--- config.mk ---
export PLATFORM = sky130hd
export DESIGN_NAME = mac_kbd_link_flat
export DESIGN_NICKNAME = d
export VERILOG_FILES = /design/src/rtl/mac_kbd_pkg.sv /design/src/rtl/mac_kbd_link_if.sv /design/src/rtl/mac_kbd_clkgen.sv /design/src/rtl/mac_kbd_link.sv /design/src/flat_wrapper.sv
export SDC_FILE = /design/constraint.sdc
export NUM_CORES = 1
export LEC_CHECK = 0
export BUFFER_PORTS_ARGS = -buffer_cell sky130_fd_sc_hd__buf_2
export CAP_MARGIN = 20
export CORE_ASPECT_RATIO = 0.6
export CORE_MARGIN = 4
export CORE_UTILIZATION = 40
export CTS_CLUSTER_DIAMETER = 200
export DETAILED_ROUTE_END_ITERATION = 10
export PLACE_DENSITY_LB_ADDON = 0.12
export SETUP_SLACK_MARGIN = 0.3
export SLEW_MARGIN = 5
export SYNTH_ARGS = -nofsm -noshare
export SYNTH_HDL_FRONTEND = slang
export SYNTH_SLANG_ARGS = --single-unit
--- constraint.sdc ---
create_clock -name clk32 -period 2.9 [get_ports clk32]
set_input_delay 0.145 -clock clk32 [delete_from_list [all_inputs] [get_ports clk32]]
set_output_delay 0.145 -clock clk32 [all_outputs]
set_load 0.01 [all_outputs]
--- src/rtl/mac_kbd_pkg.sv ---
// Shared constants for the Mac keyboard link: FSM state encoding and protocol bytes.
package mac_kbd_pkg;

    typedef logic [1:0] kbd_state_t;

    localparam kbd_state_t ST_IDLE      = 2'd0;
    localparam kbd_state_t ST_CMD_RX    = 2'd1;
    localparam kbd_state_t ST_WAIT_RESP = 2'd2;
    localparam kbd_state_t ST_RESP_TX   = 2'd3;

    localparam logic [7:0] NULL_RESP = 8'h7B;
    localparam logic [7:0] INQUIRY   = 8'h10;

    // Responses leave MSB first, so bit slot n carries byte bit 7-n.
    function automatic logic resp_bit(input logic [7:0] b, input logic [2:0] slot);
        return b[3'd7 - slot];
    endfunction

endpackage

--- src/rtl/mac_kbd_link_if.sv ---
// VIA shift-register lines plus translator handshake between the link and its neighbours.
interface mac_kbd_link_if;

    logic       cb2_o;
    logic       cb2_t;
    logic       kbdclk;
    logic       kbddata_o;
    logic [7:0] kbd_out_data;
    logic       kbd_out_strobe;
    logic [7:0] kbd_in_data;
    logic       kbd_in_strobe;
    logic       resp_drop;
    logic       busy;

    modport master (
        input  cb2_o,
        input  cb2_t,
        input  kbd_in_data,
        input  kbd_in_strobe,
        output kbdclk,
        output kbddata_o,
        output kbd_out_data,
        output kbd_out_strobe,
        output resp_drop,
        output busy
    );

    modport slave (
        output cb2_o,
        output cb2_t,
        output kbd_in_data,
        output kbd_in_strobe,
        input  kbdclk,
        input  kbddata_o,
        input  kbd_out_data,
        input  kbd_out_strobe,
        input  resp_drop,
        input  busy
    );

endinterface

--- src/rtl/mac_kbd_clkgen.sv ---
// Keyboard clock generator: free-runs while active, otherwise parks high with the divider cleared.
module mac_kbd_clkgen #(
    parameter int HALF_PERIOD = 1300
) (
    input  logic clk32,
    input  logic _reset,
    input  logic clk8_en_p,
    input  logic active,
    output logic kbdclk,
    output logic rise_p,
    output logic fall_p
);

    localparam int HW = (HALF_PERIOD > 1) ? $clog2(HALF_PERIOD) : 1;
    localparam logic [HW-1:0] HCNT_LAST = HW'(HALF_PERIOD - 1);

    logic [HW-1:0] hcnt;
    logic          terminal;

    // Edge pulses coincide with the tick that toggles kbdclk, so the FSM can act on that same tick.
    assign terminal = clk8_en_p && active && (hcnt == HCNT_LAST);
    assign fall_p   = terminal && kbdclk;
    assign rise_p   = terminal && !kbdclk;

    always_ff @(posedge clk32 or negedge _reset) begin
        if (!_reset) begin
            hcnt   <= '0;
            kbdclk <= 1'b1;
        end else if (clk8_en_p) begin
            if (!active) begin
                hcnt   <= '0;
                kbdclk <= 1'b1;
            end else if (hcnt == HCNT_LAST) begin
                hcnt   <= '0;
                kbdclk <= ~kbdclk;
            end else begin
                hcnt <= hcnt + HW'(1);
            end
        end
    end

endmodule

--- src/rtl/mac_kbd_link.sv ---
// Mac keyboard link sequencer: receives the Mac's command byte on CB1/CB2, then
// returns the translator's latest response, or NULL_RESP if the translator stays silent.
module mac_kbd_link
    import mac_kbd_pkg::*;
#(
    parameter int HALF_PERIOD  = 1300,
    parameter int RESP_TIMEOUT = 2031250
) (
    input  logic           clk32,
    input  logic           _reset,
    input  logic           clk8_en_p,
    mac_kbd_link_if.master bus
);

    localparam int TW = $clog2(RESP_TIMEOUT + 1);
    localparam logic [TW-1:0] TCNT_LIMIT = TW'(RESP_TIMEOUT);
    localparam logic [TW-1:0] TCNT_MAX   = '1;

    kbd_state_t    state;
    logic [2:0]    bitcnt;
    logic [TW-1:0] tcnt;
    logic [7:0]    resp;
    logic          resp_valid;
    logic [7:0]    out_data;
    logic          out_strobe;
    logic          data_q;
    logic          drop_q;

    logic          dat;
    logic          clk_active;
    logic          kbdclk;
    logic          rise_p;
    logic          fall_p;

    // CB2 is open-drain style: released (cb2_t low) reads as high.
    assign dat        = ~bus.cb2_t | bus.cb2_o;
    assign clk_active = (state == ST_CMD_RX) || (state == ST_RESP_TX);

    mac_kbd_clkgen #(
        .HALF_PERIOD (HALF_PERIOD)
    ) u_clkgen (
        .clk32     (clk32),
        ._reset    (_reset),
        .clk8_en_p (clk8_en_p),
        .active    (clk_active),
        .kbdclk    (kbdclk),
        .rise_p    (rise_p),
        .fall_p    (fall_p)
    );

    always_ff @(posedge clk32 or negedge _reset) begin
        if (!_reset) begin
            state      <= ST_IDLE;
            bitcnt     <= 3'd0;
            tcnt       <= '0;
            resp       <= 8'h00;
            resp_valid <= 1'b0;
            out_data   <= 8'h00;
            out_strobe <= 1'b0;
            data_q     <= 1'b1;
            drop_q     <= 1'b0;
        end else if (clk8_en_p) begin
            out_strobe <= 1'b0;
            drop_q     <= 1'b0;

            // Translator bytes overwrite the slot until transmission starts; the byte in flight is protected.
            if (bus.kbd_in_strobe) begin
                if (state == ST_RESP_TX) begin
                    drop_q <= 1'b1;
                end else begin
                    resp       <= bus.kbd_in_data;
                    resp_valid <= 1'b1;
                end
            end

            case (state)
                ST_IDLE: begin
                    if (!dat) begin
                        state  <= ST_CMD_RX;
                        bitcnt <= 3'd0;
                    end
                end

                ST_CMD_RX: begin
                    if (fall_p) begin
                        out_data <= {out_data[6:0], dat};
                    end
                    if (rise_p) begin
                        bitcnt <= bitcnt + 3'd1;
                        if (bitcnt == 3'd7) begin
                            out_strobe <= 1'b1;
                            state      <= ST_WAIT_RESP;
                            tcnt       <= '0;
                        end
                    end
                end

                // The Mac may keep CB2 low for a while after the command; only a released line starts the reply.
                ST_WAIT_RESP: begin
                    if (tcnt != TCNT_MAX) begin
                        tcnt <= tcnt + TW'(1);
                    end
                    if (dat) begin
                        if (resp_valid) begin
                            state  <= ST_RESP_TX;
                            bitcnt <= 3'd0;
                        end else if (tcnt >= TCNT_LIMIT) begin
                            resp       <= NULL_RESP;
                            resp_valid <= 1'b1;
                            state      <= ST_RESP_TX;
                            bitcnt     <= 3'd0;
                        end
                    end
                end

                ST_RESP_TX: begin
                    if (fall_p) begin
                        data_q <= resp_bit(resp, bitcnt);
                    end
                    if (rise_p) begin
                        bitcnt <= bitcnt + 3'd1;
                        if (bitcnt == 3'd7) begin
                            data_q     <= 1'b1;
                            resp_valid <= 1'b0;
                            state      <= ST_IDLE;
                        end
                    end
                end

                default: begin
                    state <= ST_IDLE;
                end
            endcase
        end
    end

    assign bus.kbdclk         = kbdclk;
    assign bus.kbddata_o      = data_q;
    assign bus.kbd_out_data   = out_data;
    assign bus.kbd_out_strobe = out_strobe;
    assign bus.resp_drop      = drop_q;
    assign bus.busy           = (state != ST_IDLE);

endmodule

--- src/flat_wrapper.sv ---
// flat-port wrapper written by rule: the top's interface ports become plain ports
module mac_kbd_link_flat import mac_kbd_pkg::*;
#(
    parameter int HALF_PERIOD  = 1300,
    parameter int RESP_TIMEOUT = 2031250
)
  (clk32, _reset, clk8_en_p, bus_cb2_o, bus_cb2_t, bus_kbd_in_data, bus_kbd_in_strobe, bus_kbdclk, bus_kbddata_o, bus_kbd_out_data, bus_kbd_out_strobe, bus_resp_drop, bus_busy);
  mac_kbd_link_if bus_i ();
  input  logic clk32;
  input  logic _reset;
  input  logic clk8_en_p;
  input wire logic [$bits(bus_i.cb2_o)-1:0] bus_cb2_o;
  input wire logic [$bits(bus_i.cb2_t)-1:0] bus_cb2_t;
  input wire logic [$bits(bus_i.kbd_in_data)-1:0] bus_kbd_in_data;
  input wire logic [$bits(bus_i.kbd_in_strobe)-1:0] bus_kbd_in_strobe;
  output wire logic [$bits(bus_i.kbdclk)-1:0] bus_kbdclk;
  output wire logic [$bits(bus_i.kbddata_o)-1:0] bus_kbddata_o;
  output wire logic [$bits(bus_i.kbd_out_data)-1:0] bus_kbd_out_data;
  output wire logic [$bits(bus_i.kbd_out_strobe)-1:0] bus_kbd_out_strobe;
  output wire logic [$bits(bus_i.resp_drop)-1:0] bus_resp_drop;
  output wire logic [$bits(bus_i.busy)-1:0] bus_busy;
  assign bus_i.cb2_o = bus_cb2_o;
  assign bus_i.cb2_t = bus_cb2_t;
  assign bus_i.kbd_in_data = bus_kbd_in_data;
  assign bus_i.kbd_in_strobe = bus_kbd_in_strobe;
  assign bus_kbdclk = bus_i.kbdclk;
  assign bus_kbddata_o = bus_i.kbddata_o;
  assign bus_kbd_out_data = bus_i.kbd_out_data;
  assign bus_kbd_out_strobe = bus_i.kbd_out_strobe;
  assign bus_resp_drop = bus_i.resp_drop;
  assign bus_busy = bus_i.busy;
  mac_kbd_link #(.HALF_PERIOD(HALF_PERIOD), .RESP_TIMEOUT(RESP_TIMEOUT)) u_core (.clk32(clk32), ._reset(_reset), .clk8_en_p(clk8_en_p), .bus(bus_i));
endmodule
# Yosys cells after proc, flatten, opt, wreduce, memory -nomap -nowiden
# Index checks and enable logic that the tools add are counted.
# word_totals
register_bits,58
out_inout_bits,13
elab_cells,99
input_bits,14
# classes
addsub,4
n_reduce_logical,16
n_lt_le_gt_ge,2
muxes,47
eq_ne,16
bitwise_logic,3
# op_table
cell,n
21-bit two-way mux,3
8-bit two-way mux,6
21-bit case mux with 2 select lines,1
11-bit two-way mux,2
"21-bit by 1-bit adder with 21-bit output, second input constant",1
"21-bit greater-or-equal comparator, second input constant",1
"21-bit inequality test, second input constant",1
1-bit two-way mux,18
2-bit two-way mux,8
3-bit two-way mux,5
"2-bit by 1-bit inequality test with 1-bit output, second input constant",6
"11-bit by 1-bit adder with 11-bit output, second input constant",1
"11-bit equality test, second input constant",1
5-bit AND reduction,2
3-bit case mux with 3 select lines,1
2-bit case mux with 4 select lines,1
8-bit AND reduction,1
"2-bit inequality test, second input constant",3
"2-bit equality test, second input constant",2
1-bit logical AND,4
"3-bit by 4-bit < comparator with 1-bit output, second input constant",1
2-bit AND reduction,2
2-bit nonzero test,2
"3-bit by 1-bit adder with 3-bit output, second input constant",1
13 further kinds,14

# Logic depth before layout (Yosys ltp)
# depth
ltp_word,8
depth_mapped,9
depth_no_buf,7

# Cells and area by module
# Synthesis repeated with hierarchy kept, for this count alone.
# hier_totals
hier_cells,320
hier_area_um2,3201.8
# by_module_without_submodules
mod,instances,seq_area_each_um2,area_per_inst_um2,cells_per_inst
mac_kbd_link,1,1152.4,2533.7,258
mac_kbd_clkgen,1,301.5,668.1,62

# Worst setup path before layout
# No wires, ideal clock.
# synth_timing
kind,register to register
start,reg u_core.u_clkgen.hcnt[5]
end,reg u_core.tcnt[17]
synth_period_minus_slack_ps,2422
setup_ps,77
setup_slack_ps,478
path_buffers,2
arrival_ps,2345
required_ps,2823
path_stages_with_launch,8
path_cell_list,dfrtp_1 -> or3_4 -> or4_4 -> buf_6 -> o21a_4 -> buf_6 -> or4_1 -> a21oi_1
# synth_between
elab_chain_cells,5
# synth_rtl
element,line,text
from (decl),mac_kbd_clkgen.sv:17,logic [HW-1:0] hcnt;
from (signal assigned),mac_kbd_clkgen.sv:37,hcnt <= hcnt + HW'(1);
11-bit equality test,mac_kbd_clkgen.sv:21,assign terminal = clk8_en_p && active && (hcnt == HCNT_LAST);
1-bit logical AND,mac_kbd_clkgen.sv:21,
1-bit logical AND,mac_kbd_clkgen.sv:23,assign rise_p = terminal && !kbdclk;
2-bit by 1-bit inequality test with 1-bit output (no source line),-,
5-bit AND reduction (no source line),-,
to (signal assigned),mac_kbd_link.sv:101,tcnt <= tcnt + TW'(1);
to (decl),mac_kbd_link.sv:21,logic [TW-1:0] tcnt;
# Every way passes these cells.
# A chain may end at the register's enable or synchronous reset.

# Worst setup path after layout
# layout_timing
start,reg u_core.u_clkgen.hcnt[3]
end,reg u_core.tcnt[11]
# The elaborated chain is that of the path after synthesis.

==> flow_summary.json <==
{
  "run_status": "complete, no violations",
  "fin_crit_sh_pct": 86.1,
  "die_h_um": 78.1,
  "dpl.hpwl_um": 5750,
  "ys_async_sr_fraction_pct": 100,
  "io_pins": 27,
  "powerDensity_mw_per_mm2": 572,
  "power.switching_uw": 532,
  "crit_required_ns": 3.14,
  "start_util_pct": 41.4,
  "ys_types": 54,
  "post-cts-setup-buffer-count": 0,
  "synth_top_family_by_area": "simple AND/OR/NAND/NOR gates",
  "fin_skew_ns": 0.00879,
  "die-area_mm2": 0.00974,
  "maxCapViolations": 0,
  "crit_path_max_fanout": 25,
  "synth_xor_area_share_pct": 1.61,
  "row_count": 25,
  "synthTopCellsByCount": "dfrtp_1, nand2_1, nor2_1, nand3_1, a21oi_1",
  "drc": 0,
  "grt-ovfl-total": 0,
  "antenna_found_initial": 0,
  "area_growth_syn_to_layout_pct": 18.3,
  "power_frac_seq_pct": 41.9,
  "yosysSeqAreaShare_pct": 44.4,
  "slew_headroom_pct": 53.6,
  "synth-simple-area-share_pct": 23.9,
  "synthCells": 343,
  "die_w_um": 125,
  "ir_worst_vdd_mv": 0.284,
  "drive_gt1_share_pct": 20.5,
  "final-hold-violation-count": 0,
  "cp_data_arrival_time_ns": 2.74,
  "ant_nets": 0,
  "grt_pass1_wl_um": 13700,
  "cts_sinks": 58,
  "synth_top_area_share_pct": 42.8,
  "synth_top_cell_by_area": "dfrtp_1",
  "clkTransAtPathRegs_ns": 0.05,
  "slew_violations": 0,
  "tns_ns": 0,
  "rsz0062_at_grt": "true",
  "drtIter0Drc": 248,
  "period_needed_ns": 2.50,
  "max_freq_mhz": 401,
  "fin_util_pct": 48.9,
  "synth_seq_cells": 58,
  "path_class": "reg -> reg",
  "num_antenna_cells": 0,
  "ys.flop_type": "dfrtp_1",
  "core-area_mm2": 0.00791,
  "via_per_inst": 5.64,
  "grt_pass1_vias": 2563,
  "cts_buffers": 9,
  "leakagePower_uw": 0.00170,
  "ys_top_cells_by_area": "dfrtp_1, nand2_1, mux2_2",
  "gp_congestion": 0.841,
  "track_usage_pct": 18.1,
  "cts-root-buf": "clkbuf_16",
  "hold_slack_ns": 0.0277,
  "hold_class": "in -> reg",
  "synth_area_mm2": 0.00327,
  "final_cell_area_mm2": 0.00387,
  "setup_violations": 0,
  "firstDrtPassIters": 5,
  "internal_power_uw": 1680,
  "synth_edf_count": 0,
  "final.setup.worst_slack_ns": 0.404,
  "dpl_cell_area_mm2": 0.00354,
  "synth.most_common_cell": "dfrtp_1",
  "tightest_slew_ns": 0.688,
  "synth.area.mux_share_pct": 7.68,
  "cp-start-kind": "flop",
  "htree_levels": 3,
  "place_ws_ns": 0.442,
  "comb_power_share_pct": 8.7,
  "synth.avg_cell_area_um2": 9.54,
  "num_vias": 2758,
  "avgRoutedWirePerCell_um": 16.3,
  "yosys_warnings": 0,
  "clkPwrFrac_pct": 49.4,
  "synth_compound_area_share_pct": 14.7,
  "syn_nets": 367,
  "yosys.area_share.adder_pct": 3.82,
  "swShare_pct": 24.0,
  "cts_tree": "done",
  "wl_um": 7980,
  "fin_nets": 401,
  "crit_path_end_kind": "flop",
  "cts_buffer_depth": 2,
  "clock_latency_ns": 0.33,
  "grt_start_max_net_pins": 36,
  "port_buffers": 26
}
-- per-stage QoR --
| step | instances | power, µW |
|---|---|---|
| after floorplan | 343 | 1060 |
| after global placement | 473 | 1120 |
| after detailed placement | 473 | 1130 |
| after CTS | 489 | 2240 |
| after global routing | 489 | 2320 |
| final | 489 | 2210 |
-- cells in the final DEF (no fill, tap or decap), drive strengths merged, types with 3 or more instances in the layout --
cell and instances:
a21oi 16, a31oi 3, and2 5, and3 7, and4 4, buf 36, clkbuf 13, dfrtp 56
ha 10, inv 15, mux2 13, mux2i 6, nand2 42, nand2b 4, nand3 19, nand4 12
nor2 21, nor2b 4, nor3 11, o21a 3, o21ai 14, o31ai 15, or4 11, xor2 4
-- metal layers --
layer	GRT usage, %	wire length, µm	vias up	part of all wire (%)
li1	-	-	1337	-
met1	26.5	4030	1329	51
met2	24.4	3260	79	41
met3	6.59	574	13	7.2
met4	6.02	116	0	1.5
met5	0	0	-	0
-- cell families (layout without fill, tap and decap cells) --
| kind of cell | Yosys count | after routing |
|---|---|---|
| AOI/OAI and AO/OA | 70 | 70 |
| xor gates and xnor gates | 6 | 6 |
| adders and majority gates | 10 | 10 |
| buffers and inverters | 29 | 67 |
| DFF | 58 | 58 |
| muxes | 21 | 21 |
| and+or+nand+nor | 149 | 149 |
-- what timing repair did --
action / in CTS / in global routing
endpoints found under the setup margin: 0 / 15
hold buffers: 1 / 0
gates resized for setup: 0 / 3
endpoints found under the hold margin: 23 / 0
-- registers in the layout (all words and copies together) (netlist names) --
signal / count
u_core.bitcnt: 3
u_core.bus.kbd_out_data: 8
u_core.resp_valid: 1
u_core.bus.kbddata_o: 1
u_core.state: 2
u_core.u_clkgen.kbdclk: 1
u_core.tcnt: 21
u_core.resp: 8
u_core.u_clkgen.hcnt: 11
u_core.bus.kbd_out_strobe: 1
u_core.bus.resp_drop: 1
-- power by group through the flow --
stage / Combinational [µW] / Clock (µW) / Sequential, µW
floorplan: 134 / 0 / 923
finish: 192 / 1090 / 928
CTS: 194 / 1120 / 927
global route: 219 / 1160 / 936
global placement: 184 / 0 / 937
detailed placement: 190 / 0 / 940
-- worst paths after layout --
| check | from | to | slack [ns] | cells past startpoint |
|---|---|---|---|---|
| max | u_core.u_clkgen.hcnt[3] | u_core.tcnt[11] | 0.40 | 5 |
| min | bus_kbd_in_data[1] | u_core.resp[1] | 0.03 | 3 |
| max reg2reg | u_core.u_clkgen.hcnt[3] | u_core.tcnt[11] | 0.40 | 5 |
| min reg2reg | u_core.resp[0] | u_core.resp[0] | 0.49 | 2 |
| max in group asynchronous | _reset | u_core.bus.kbddata_o | 1.65 | 3 |
| min in group asynchronous | _reset | u_core.tcnt[2] | 0.35 | 2 |
-- cell type report --
type / count / area [µm²]
tap: 108 / 135
inverter: 15 / 56.3
clock inverter: 2 / 35.0
clock buffer: 13 / 270
sequential: 58 / 1450
multi-input combinational: 256 / 1710
fill: 747 / 4040
timing repair buffer: 37 / 215
-- worst max-delay path, cell delays in order, from the launching register on --
cell and delay [ns]:
dfrtp_1 0.44, nand4bb_1 0.32, or4_4 0.65, o21a_4 0.33
or4_1 0.48, a21oi_1 0.20
No activity file was read; power rests on OpenSTA's default activity.
